===== src/rtl/cube_root_pkg.sv =====
// rtl/cube_root_pkg.sv - shared types and width helpers for the cube root unit
package cube_root_pkg;

  typedef enum logic [1:0] {
    IDLE = 2'd0,
    CALC = 2'd1,
    DONE = 2'd2
  } state_t;

  // Root width needed to hold floor(cbrt(x)) for any w-bit x.
  function automatic int rwidth_of(input int w);
    return (w + 2) / 3;
  endfunction

  // Width of the bit-index counter that walks the root bits.
  function automatic int bwidth_of(input int rw);
    return (rw > 1) ? $clog2(rw) : 1;
  endfunction

  localparam int DEF_WIDTH  = 32;
  localparam int DEF_RWIDTH = rwidth_of(DEF_WIDTH);
  // Trial cubes are compared at full precision so they can never wrap.
  localparam int DEF_PWIDTH = 3 * DEF_RWIDTH;

endpackage


===== src/rtl/cube_root_trial.sv =====
// rtl/cube_root_trial.sv - one restoring step: try the next root bit and keep it if the cube fits
module cube_root_trial
  import cube_root_pkg::*;
#(
  parameter int WIDTH  = DEF_WIDTH,
  parameter int RWIDTH = rwidth_of(WIDTH),
  parameter int BWIDTH = bwidth_of(RWIDTH)
) (
  input  logic [RWIDTH-1:0] r,
  input  logic [BWIDTH-1:0] b,
  input  logic [WIDTH-1:0]  operand,
  output logic              accept,
  output logic [RWIDTH-1:0] next_r
);

  localparam int PWIDTH = 3 * RWIDTH;

  logic [RWIDTH-1:0] one;
  logic [RWIDTH-1:0] t;
  logic [PWIDTH-1:0] t_ext;
  logic [PWIDTH-1:0] t_cube;

  assign one    = RWIDTH'(1);
  assign t      = r | (one << b);
  assign t_ext  = PWIDTH'(t);
  // Full-width cube: the largest trial (all ones) still fits in 3*RWIDTH bits.
  assign t_cube = t_ext * t_ext * t_ext;
  assign accept = (t_cube <= PWIDTH'(operand));
  assign next_r = accept ? t : r;

endmodule


===== src/rtl/cube_root.sv =====
// rtl/cube_root.sv - bit-serial integer cube root with remainder, one root bit per cycle
module cube_root
  import cube_root_pkg::*;
#(
  parameter  int WIDTH  = DEF_WIDTH,
  localparam int RWIDTH = rwidth_of(WIDTH)
) (
  input  logic              clock,
  input  logic              reset,
  input  logic              in_valid,
  output logic              in_ready,
  input  logic [WIDTH-1:0]  num,
  output logic              out_valid,
  input  logic              out_ready,
  output logic [RWIDTH-1:0] root,
  output logic [WIDTH-1:0]  rem
);

  localparam int BWIDTH = bwidth_of(RWIDTH);
  localparam logic [BWIDTH-1:0] BTOP = BWIDTH'(RWIDTH - 1);

  state_t            state_q, state_d;
  logic [WIDTH-1:0]  operand_q;
  logic [BWIDTH-1:0] bit_q;
  logic [RWIDTH-1:0] r_q;
  logic [RWIDTH-1:0] root_q;
  logic [WIDTH-1:0]  rem_q;

  logic              accept;
  logic [RWIDTH-1:0] next_r;
  logic [WIDTH-1:0]  nr_ext;
  logic [WIDTH-1:0]  nr_cube;

  cube_root_trial #(
    .WIDTH  (WIDTH),
    .RWIDTH (RWIDTH),
    .BWIDTH (BWIDTH)
  ) u_trial (
    .r       (r_q),
    .b       (bit_q),
    .operand (operand_q),
    .accept  (accept),
    .next_r  (next_r)
  );

  // The final root's cube never exceeds the operand, so WIDTH-bit arithmetic is exact here.
  assign nr_ext  = WIDTH'(next_r);
  assign nr_cube = nr_ext * nr_ext * nr_ext;

  assign root = root_q;
  assign rem  = rem_q;

  // State and datapath registers; reset aborts any computation in flight.
  always_ff @(posedge clock) begin
    if (!reset) begin
      state_q   <= IDLE;
      operand_q <= '0;
      bit_q     <= '0;
      r_q       <= '0;
      root_q    <= '0;
      rem_q     <= '0;
    end else begin
      state_q <= state_d;
      case (state_q)
        IDLE: begin
          if (in_valid) begin
            operand_q <= num;
            r_q       <= '0;
            bit_q     <= BTOP;
          end
        end
        CALC: begin
          if (accept) begin
            r_q <= next_r;
          end
          if (bit_q == '0) begin
            root_q <= next_r;
            rem_q  <= operand_q - nr_cube;
          end else begin
            bit_q <= bit_q - 1'b1;
          end
        end
        default: ;
      endcase
    end
  end

  // Next-state and handshake outputs.
  always_comb begin
    state_d   = state_q;
    in_ready  = 1'b0;
    out_valid = 1'b0;
    case (state_q)
      IDLE: begin
        in_ready = 1'b1;
        if (in_valid) begin
          state_d = CALC;
        end
      end
      CALC: begin
        if (bit_q == '0) begin
          state_d = DONE;
        end
      end
      DONE: begin
        out_valid = 1'b1;
        if (out_ready) begin
          state_d = IDLE;
        end
      end
      default: state_d = IDLE;
    endcase
  end

endmodule


===== config.mk =====
export PLATFORM = sky130hd
export DESIGN_NAME = cube_root
export DESIGN_NICKNAME = d
export VERILOG_FILES = /design/src/rtl/cube_root_pkg.sv /design/src/rtl/cube_root_trial.sv /design/src/rtl/cube_root.sv
export SDC_FILE = /design/constraint.sdc
export NUM_CORES = 2
export LEC_CHECK = 0
export ABC_AREA = 1
export CAP_MARGIN = 25
export CORE_MARGIN = 2
export CORE_UTILIZATION = 55
export CTS_CLUSTER_SIZE = 8
export DETAILED_ROUTE_END_ITERATION = 16
export GPL_ROUTABILITY_DRIVEN = 0
export PLACE_DENSITY = 0.79
export SLEW_MARGIN = 20
export SYNTH_ARGS = -nofsm -noshare
export SYNTH_HDL_FRONTEND = slang
export SYNTH_SLANG_ARGS = --single-unit

===== constraint.sdc =====
create_clock -name clock -period 23.8 [get_ports clock]
set_input_delay 4.76 -clock clock [delete_from_list [all_inputs] [get_ports clock]]
set_output_delay 4.76 -clock clock [all_outputs]
set_load 0.01 [all_outputs]

== Word-level counts from Yosys, hierarchy flattened ==
Index checks and enable logic that the tools add are counted.

* Flip-flop bits (word level): 92
* Input port bits: 36
* Output and inout bits: 45
* Word-level logic and storage cells: 43

* Add/subtract/negate cells: 2
* Multiply operators: 4
* $lt $le $gt $ge: 1
* Equal/unequal tests: 7
* Shifts and indexed selects: 1
* Muxes and demuxes: 13
* Bitwise logic cells: 1
* Reduce and logical (&&, ||, !) cells: 8

{| class="wikitable"
|+ Operator list
! cell !! count
|-
| multiplier 11 x 11 -> 22 bit || 2
|-
| <= comparator 33 x 32 -> 1 bit || 1
|-
| multiplier 33 x 11 -> 33 bit || 1
|-
| two-way mux 11 bit || 3
|-
| multiplier 22 x 11 -> 32 bit || 1
|-
| subtractor 32 bit || 1
|-
| case mux 11 bit (2 select lines) || 1
|-
| OR 11 bit || 1
|-
| << shifter 1 x 4 -> 11 bit (first input constant) || 1
|-
| AND reduction 3 bit || 3
|-
| two-way mux 4 bit || 2
|-
| != test 2 bit (second input constant) || 4
|-
| case mux 4 bit (2 select lines) || 1
|-
| two-way mux 2 bit || 3
|-
| case mux 2 bit (3 select lines) || 1
|-
| logical NOT 4 bit || 1
|-
| AND reduction 2 bit || 2
|-
| subtractor 4 x 1 -> 4 bit (second input constant) || 1
|-
| == test 2 x 1 -> 1 bit (second input constant) || 1
|-
| == test 2 bit (second input constant) || 1
|-
| logical NOT 2 bit || 1
|-
| two-way mux 1 bit || 2
|-
| != test 2 x 1 -> 1 bit (second input constant) || 1
|-
| nonzero test 2 bit || 1
|}

== Logic depth before layout (Yosys ltp) ==
* Depth after elaboration: 9
* Gate-level depth with buffers: 119
* Mapped depth without buffers: 116

== Cells and area by module ==
From an unflattened synthesis, not the netlist that was laid out.

* Cell total of the unflattened synthesis: 3522
* Area, all modules: 26773.2 um^2

{| class="wikitable"
|+ By module, submodules not included
! module !! times used !! cells an instance !! area each (um^2) !! sequential area each (um^2)
|-
| cube_root || 1 || 1988 || 15230.9 || 1841.8
|-
| cube_root_trial || 1 || 1534 || 11542.3 || 0.0
|}

== Least setup slack after synthesis ==
No wires, ideal clock.

* Path type: reg-to-reg
* Start point: reg bit_q[0]
* End point: reg rem_q[30] (netlist: rem[30])
* Library setup time: 0.117 ns
* Arrival time: 20.280 ns
* Required time: 23.683 ns
* Slack: 3.403 ns
* Cell stages (with the launch flop): 102
* Path buffers: 3
* Clock period less this slack: 20.397 ns
* Cells stage by stage: dfxtp_1 inv_1 ha_1 a21oi_1 inv_1 clkbuf_1 clkbuf_1 nand2_1 fa_1 fa_1 fa_1 fa_1 fa_1 inv_1 ha_1 a21oi_1 o221ai_1 nand2_1 (+66 left out) inv_1 fa_1 fa_1 inv_1 fa_1 inv_1 ha_1 nand2_1 nor4_1 nand3_1 nand3_1 nand2_1 o211ai_1 nand4_1 o211ai_1 nor2_1 o221ai_1 inv_1

* Longest elaborated chain between the ends: 9
* Elaborated cells between the ends (all ways): 11
* Those cells by class: add/sub: 1; mul: 4; order compare: 1; shift: 1; mux: 1; bitwise: 1; reduce/logical: 2

{| class="wikitable"
|+ RTL lines
! what !! line !! RTL
|-
| start, declared || cube_root.sv:24 || <nowiki>logic [BWIDTH-1:0] bit_q;</nowiki>
|-
| start signal, assigned || cube_root.sv:80 || <nowiki>bit_q <= bit_q - 1'b1;</nowiki>
|-
| << shifter 1 x 4 -> 11 bit (*) || cube_root_trial.sv:24 || <nowiki>assign t = r | (one << b);</nowiki>
|-
| OR 11 bit (*) || cube_root_trial.sv:24 ||
|-
| multiplier 11 x 11 -> 22 bit || cube_root_trial.sv:27 || <nowiki>assign t_cube = t_ext * t_ext * t_ext;</nowiki>
|-
| multiplier 33 x 11 -> 33 bit || cube_root_trial.sv:27 ||
|-
| <= comparator 33 x 32 -> 1 bit || cube_root_trial.sv:28 || <nowiki>assign accept = (t_cube <= PWIDTH'(operand));</nowiki>
|-
| two-way mux 11 bit (*) || cube_root_trial.sv:29 || <nowiki>assign next_r = accept ? t : r;</nowiki>
|-
| net next_r[4] || cube_root.sv:30 || <nowiki>logic [RWIDTH-1:0] next_r;</nowiki>
|-
| multiplier 11 x 11 -> 22 bit || cube_root.sv:48 || <nowiki>assign nr_cube = nr_ext * nr_ext * nr_ext;</nowiki>
|-
| multiplier 22 x 11 -> 32 bit (*) || cube_root.sv:48 ||
|-
| subtractor 32 bit (*) || cube_root.sv:78 || <nowiki>rem_q <= operand_q - nr_cube;</nowiki>
|-
| end signal, assigned || cube_root.sv:78 ||
|-
| end, declared || cube_root.sv:27 || <nowiki>logic [WIDTH-1:0] rem_q;</nowiki>
|}

The timed path passes the listed nets; every way through them passes the cells marked *.
A chain may end at the register's enable or synchronous reset.

== Worst setup path after layout ==
* Start point: reg bit_q[0]
* End point: reg rem_q[31] (netlist: rem[31])

* Longest elaborated chain between the ends: 9
* Elaborated cells between the ends (all ways): 11
* Those cells by class: add/sub: 1; mul: 4; order compare: 1; shift: 1; mux: 1; bitwise: 1; reduce/logical: 2

{| class="wikitable"
|+ RTL lines
! what !! line
|-
| << shifter 1 x 4 -> 11 bit || cube_root_trial.sv:24
|-
| OR 11 bit || cube_root_trial.sv:24
|-
| multiplier 11 x 11 -> 22 bit || cube_root_trial.sv:27
|-
| multiplier 33 x 11 -> 33 bit || cube_root_trial.sv:27
|-
| <= comparator 33 x 32 -> 1 bit || cube_root_trial.sv:28
|-
| two-way mux 11 bit || cube_root_trial.sv:29
|-
| multiplier 11 x 11 -> 22 bit || cube_root.sv:48
|-
| multiplier 22 x 11 -> 32 bit || cube_root.sv:48
|-
| subtractor 32 bit || cube_root.sv:78
|}

Parallel ways exist; a longest one is shown, timed or not.

==> results.json <==
{
  "hold_depth": 2,
  "r2r.worst_path.cells": 105,
  "setup_viol": 0,
  "setup.worst_path.end_class": "register",
  "drc": 0,
  "hold_slack_ns": 0.502,
  "maxCapViolations": 0,
  "async_flop_share_pct": 0,
  "synth_fa_ha_area_share_pct": 52.9,
  "reg2reg_slack_ns": 1.40,
  "worstPathArrival_ns": 22.67,
  "initial_utilization_pct": 55.8,
  "fill_cells": 3970,
  "cpPeakStageDelay_ns": 0.55,
  "synth_top_cell_by_area": "fa_1",
  "crit_path_max_fanout": 25,
  "place_area_mm2": 0.0267,
  "busiest_layer": "met2",
  "cts.path.max_buffers": 2,
  "vias": 20800,
  "grt-ovfl-total": 0,
  "rr_startpoint": "bit_q[0]$_SDFFE_PN0P_",
  "drt-initial-drc-count": 1527,
  "use_met3_pct": 3.23,
  "syn_area_per_cell_um2": 7.94,
  "start_kind": "register",
  "antenna_cells": 0,
  "period_minus_slack_ns": 22.40,
  "fmax_ghz": 0.0446,
  "synth_edf_count": 0,
  "clk_latency_ns": 0.36,
  "muxShareOfSynthArea_pct": 0,
  "critical_path.slowest_cell": "fa_1",
  "routed_via_density": 5.43,
  "rsz0062_at_grt": "yes",
  "crit_required_ns": 24.07,
  "worstHoldStart": "root[5]$_SDFFE_PN0P_",
  "setup_tns_ns": 0,
  "cts_tree": "yes",
  "grt_antenna_before_repair": 0,
  "synth.ff_latch_count": 92,
  "die_x_um": 218,
  "grt_usage_pct": 28.9,
  "yosysTopAreaCellShare_pct": 38.6,
  "synthXorXnorAreaFrac_pct": 3.39,
  "ant_nets": 0,
  "slew_violations": 0,
  "finalHoldViolCount": 0,
  "grt_start_max_net_pins": 66,
  "rows": 78,
  "critical_path_class": "register to register",
  "period_share_pct": 94.1,
  "use_met1_pct": 36.5,
  "area_growth_syn_to_layout_pct": 7.44,
  "firstDrtPassIters": 8,
  "crit_top_cell": "nand2_1",
  "met2_usage_pct": 50.4,
  "slew_headroom_pct": 26.3,
  "core_mm2": 0.0454,
  "r2r_end": "rem[31]$_SDFFE_PN0P_",
  "synthesis.area_mm2": 0.0253,
  "die_h_um": 218,
  "status": "complete, no violations",
  "cts_root_buffer": "clkbuf_16",
  "grt_pass1_vias": 21400,
  "skew_ns": 0.00718,
  "hold_class": "register to register",
  "numCtsBuffers": 9,
  "yosys.area_share.simple_pct": 15.4,
  "grt_pass1_wl_um": 108000,
  "drive_above_1_share_pct": 3.81,
  "netlist_instances": 3187,
  "io_buffers": 80,
  "htree_num_levels": 3,
  "die-area_mm2": 0.0477,
  "fin_nets": 4041,
  "clkTransAtPathRegs_ns": 0.08,
  "tritoncts_num_sinks": 92,
  "synth-compound-area-share_pct": 8.10,
  "yosysUniqueCellTypes": 51,
  "yosysWarnings": 0,
  "synthFlopType": "dfxtp_1",
  "stdcell_area_mm2": 0.0272,
  "min_to": "root[5]$_SDFFE_PN0P_",
  "worstMarginPinSlew_ns": 1.10,
  "io_pins": 81,
  "synth_top_family_by_area": "adder cells",
  "ys_seq_area_share_pct": 7.28,
  "routed_wl_um": 66700,
  "post-dp-hpwl_um": 55000,
  "synthTopCellsByArea": "fa_1 (39%), ha_1 (14%), inv_1 (11%), nand2_1 (7.6%), dfxtp_1 (7.3%)",
  "wl_per_cell_um": 17.4
}
==> layer usage <==
layer  up-vias  share of wire [%]
met1     10200                 39
met4         0                4.5
met3       224                7.2
met5         -                  0
li1       9618                  -
met2       785                 50
==> registers in the layout, summed over array words and instances, names as in the netlist <==
signal	cells
bit_q	4
operand_q	32
r_q	11
rem	32
root	11
state_q	2
==> cell type report <==
cell class / instances / area (µm²) / area share, %
clock inverters: 4 / 35.0 / 0.129
inverters: 772 / 2930 / 10.8
well taps: 600 / 751 / 2.76
multi-input cells: 2235 / 20300 / 74.7
clock buffers: 10 / 239 / 0.879
flip-flops and latches: 92 / 1840 / 6.77
repair buffers: 119 / 1100 / 4.03
==> cells in the mapped netlist, types with 4 or more instances <==
library cell  instances
dfxtp_1              92
or2_1                 5
a31oi_1              11
o211ai_1             10
fa_1                488
ha_1                288
or2_2                 8
o21ai_1              17
inv_1               749
xor2_1               61
a21oi_1             171
nand4_1              12
xnor2_1              35
nor2_1              388
nand3_1              40
a21o_1                4
clkinv_1              6
nor3_1               19
o21ai_2               6
a211oi_1              4
nand2_1             511
buf_1                 6
clkbuf_1             53
o221ai_1              5
buf_2                30
o21ai_0             109
o21bai_1              7
inv_2                16
==> critical path: cells and delay by family, from the launching register on <==
kind            cells  cell delay, ns
buf+inv            22            2.34
fa+ha+maj          26           11.26
flops               1            0.39
compound gates     25            4.19
simple gates       29            3.30
xor+xnor            3            0.78
==> cell usage in the layout (no fill, tap or decap), types with 12 or more instances in the layout <==
cell type        synthesis  layout
xor2_1                  61      58
buf_4                    0      38
a21oi_1                171     168
clkdlybuf4s50_1          0      79
nor3_1                  19      18
fa_1                   488     488
nand3_1                 40      40
inv_1                  749     744
o21ai_1                 17      15
nand4_1                 12      12
nand2_1                511     508
xnor2_1                 35      34
ha_1                   288     288
o21ai_0                109     108
nor2_1                 388     387
inv_2                   16      15
dfxtp_1                 92      92
==> cells by family after synthesis <==
logic type | Yosys count
AO/OA/AOI/OAI | 366
other | 1
XOR/XNOR | 97
buffers and inverters | 861
adder cells (fa/ha/maj) | 776
flip-flops | 92
AND/OR/NAND/NOR | 994
==> metrics by stage <==
stage               setup slack, ns  util [%]  std cells
floorplan                      3.40         -       3188
global placement               1.31      58.9       3807
detailed placement            0.665      58.9       3807
CTS                           0.609      59.5       3821
global route                -0.0133      59.9       3832
finish                         1.40      59.9       3832
==> worst max-delay path by stage <==
stage / from / end / cells after the start
after floorplan: bit_q[0]$_SDFFE_PN0P_ / rem[30]$_SDFFE_PN0P_ / 101
after global placement: bit_q[0]$_SDFFE_PN0P_ / rem[31]$_SDFFE_PN0P_ / 103
after detailed placement: bit_q[0]$_SDFFE_PN0P_ / rem[30]$_SDFFE_PN0P_ / 101
after CTS: bit_q[0]$_SDFFE_PN0P_ / rem[30]$_SDFFE_PN0P_ / 101
after global routing: bit_q[0]$_SDFFE_PN0P_ / rem[30]$_SDFFE_PN0P_ / 107
final: bit_q[0]$_SDFFE_PN0P_ / rem[31]$_SDFFE_PN0P_ / 105
==> repair_timing <==
| item | CTS | global route |
|---|---|---|
| hold buffers | 0 | 0 |
| gates resized for setup | 0 | 26 |
| buffers inserted | 0 | 10 |
| setup endpoints to repair | 0 | 13 |
Power is left out: the tool's default activity adds up to more than one toggle a clock period on the data nets, which glitch-free logic cannot reach.
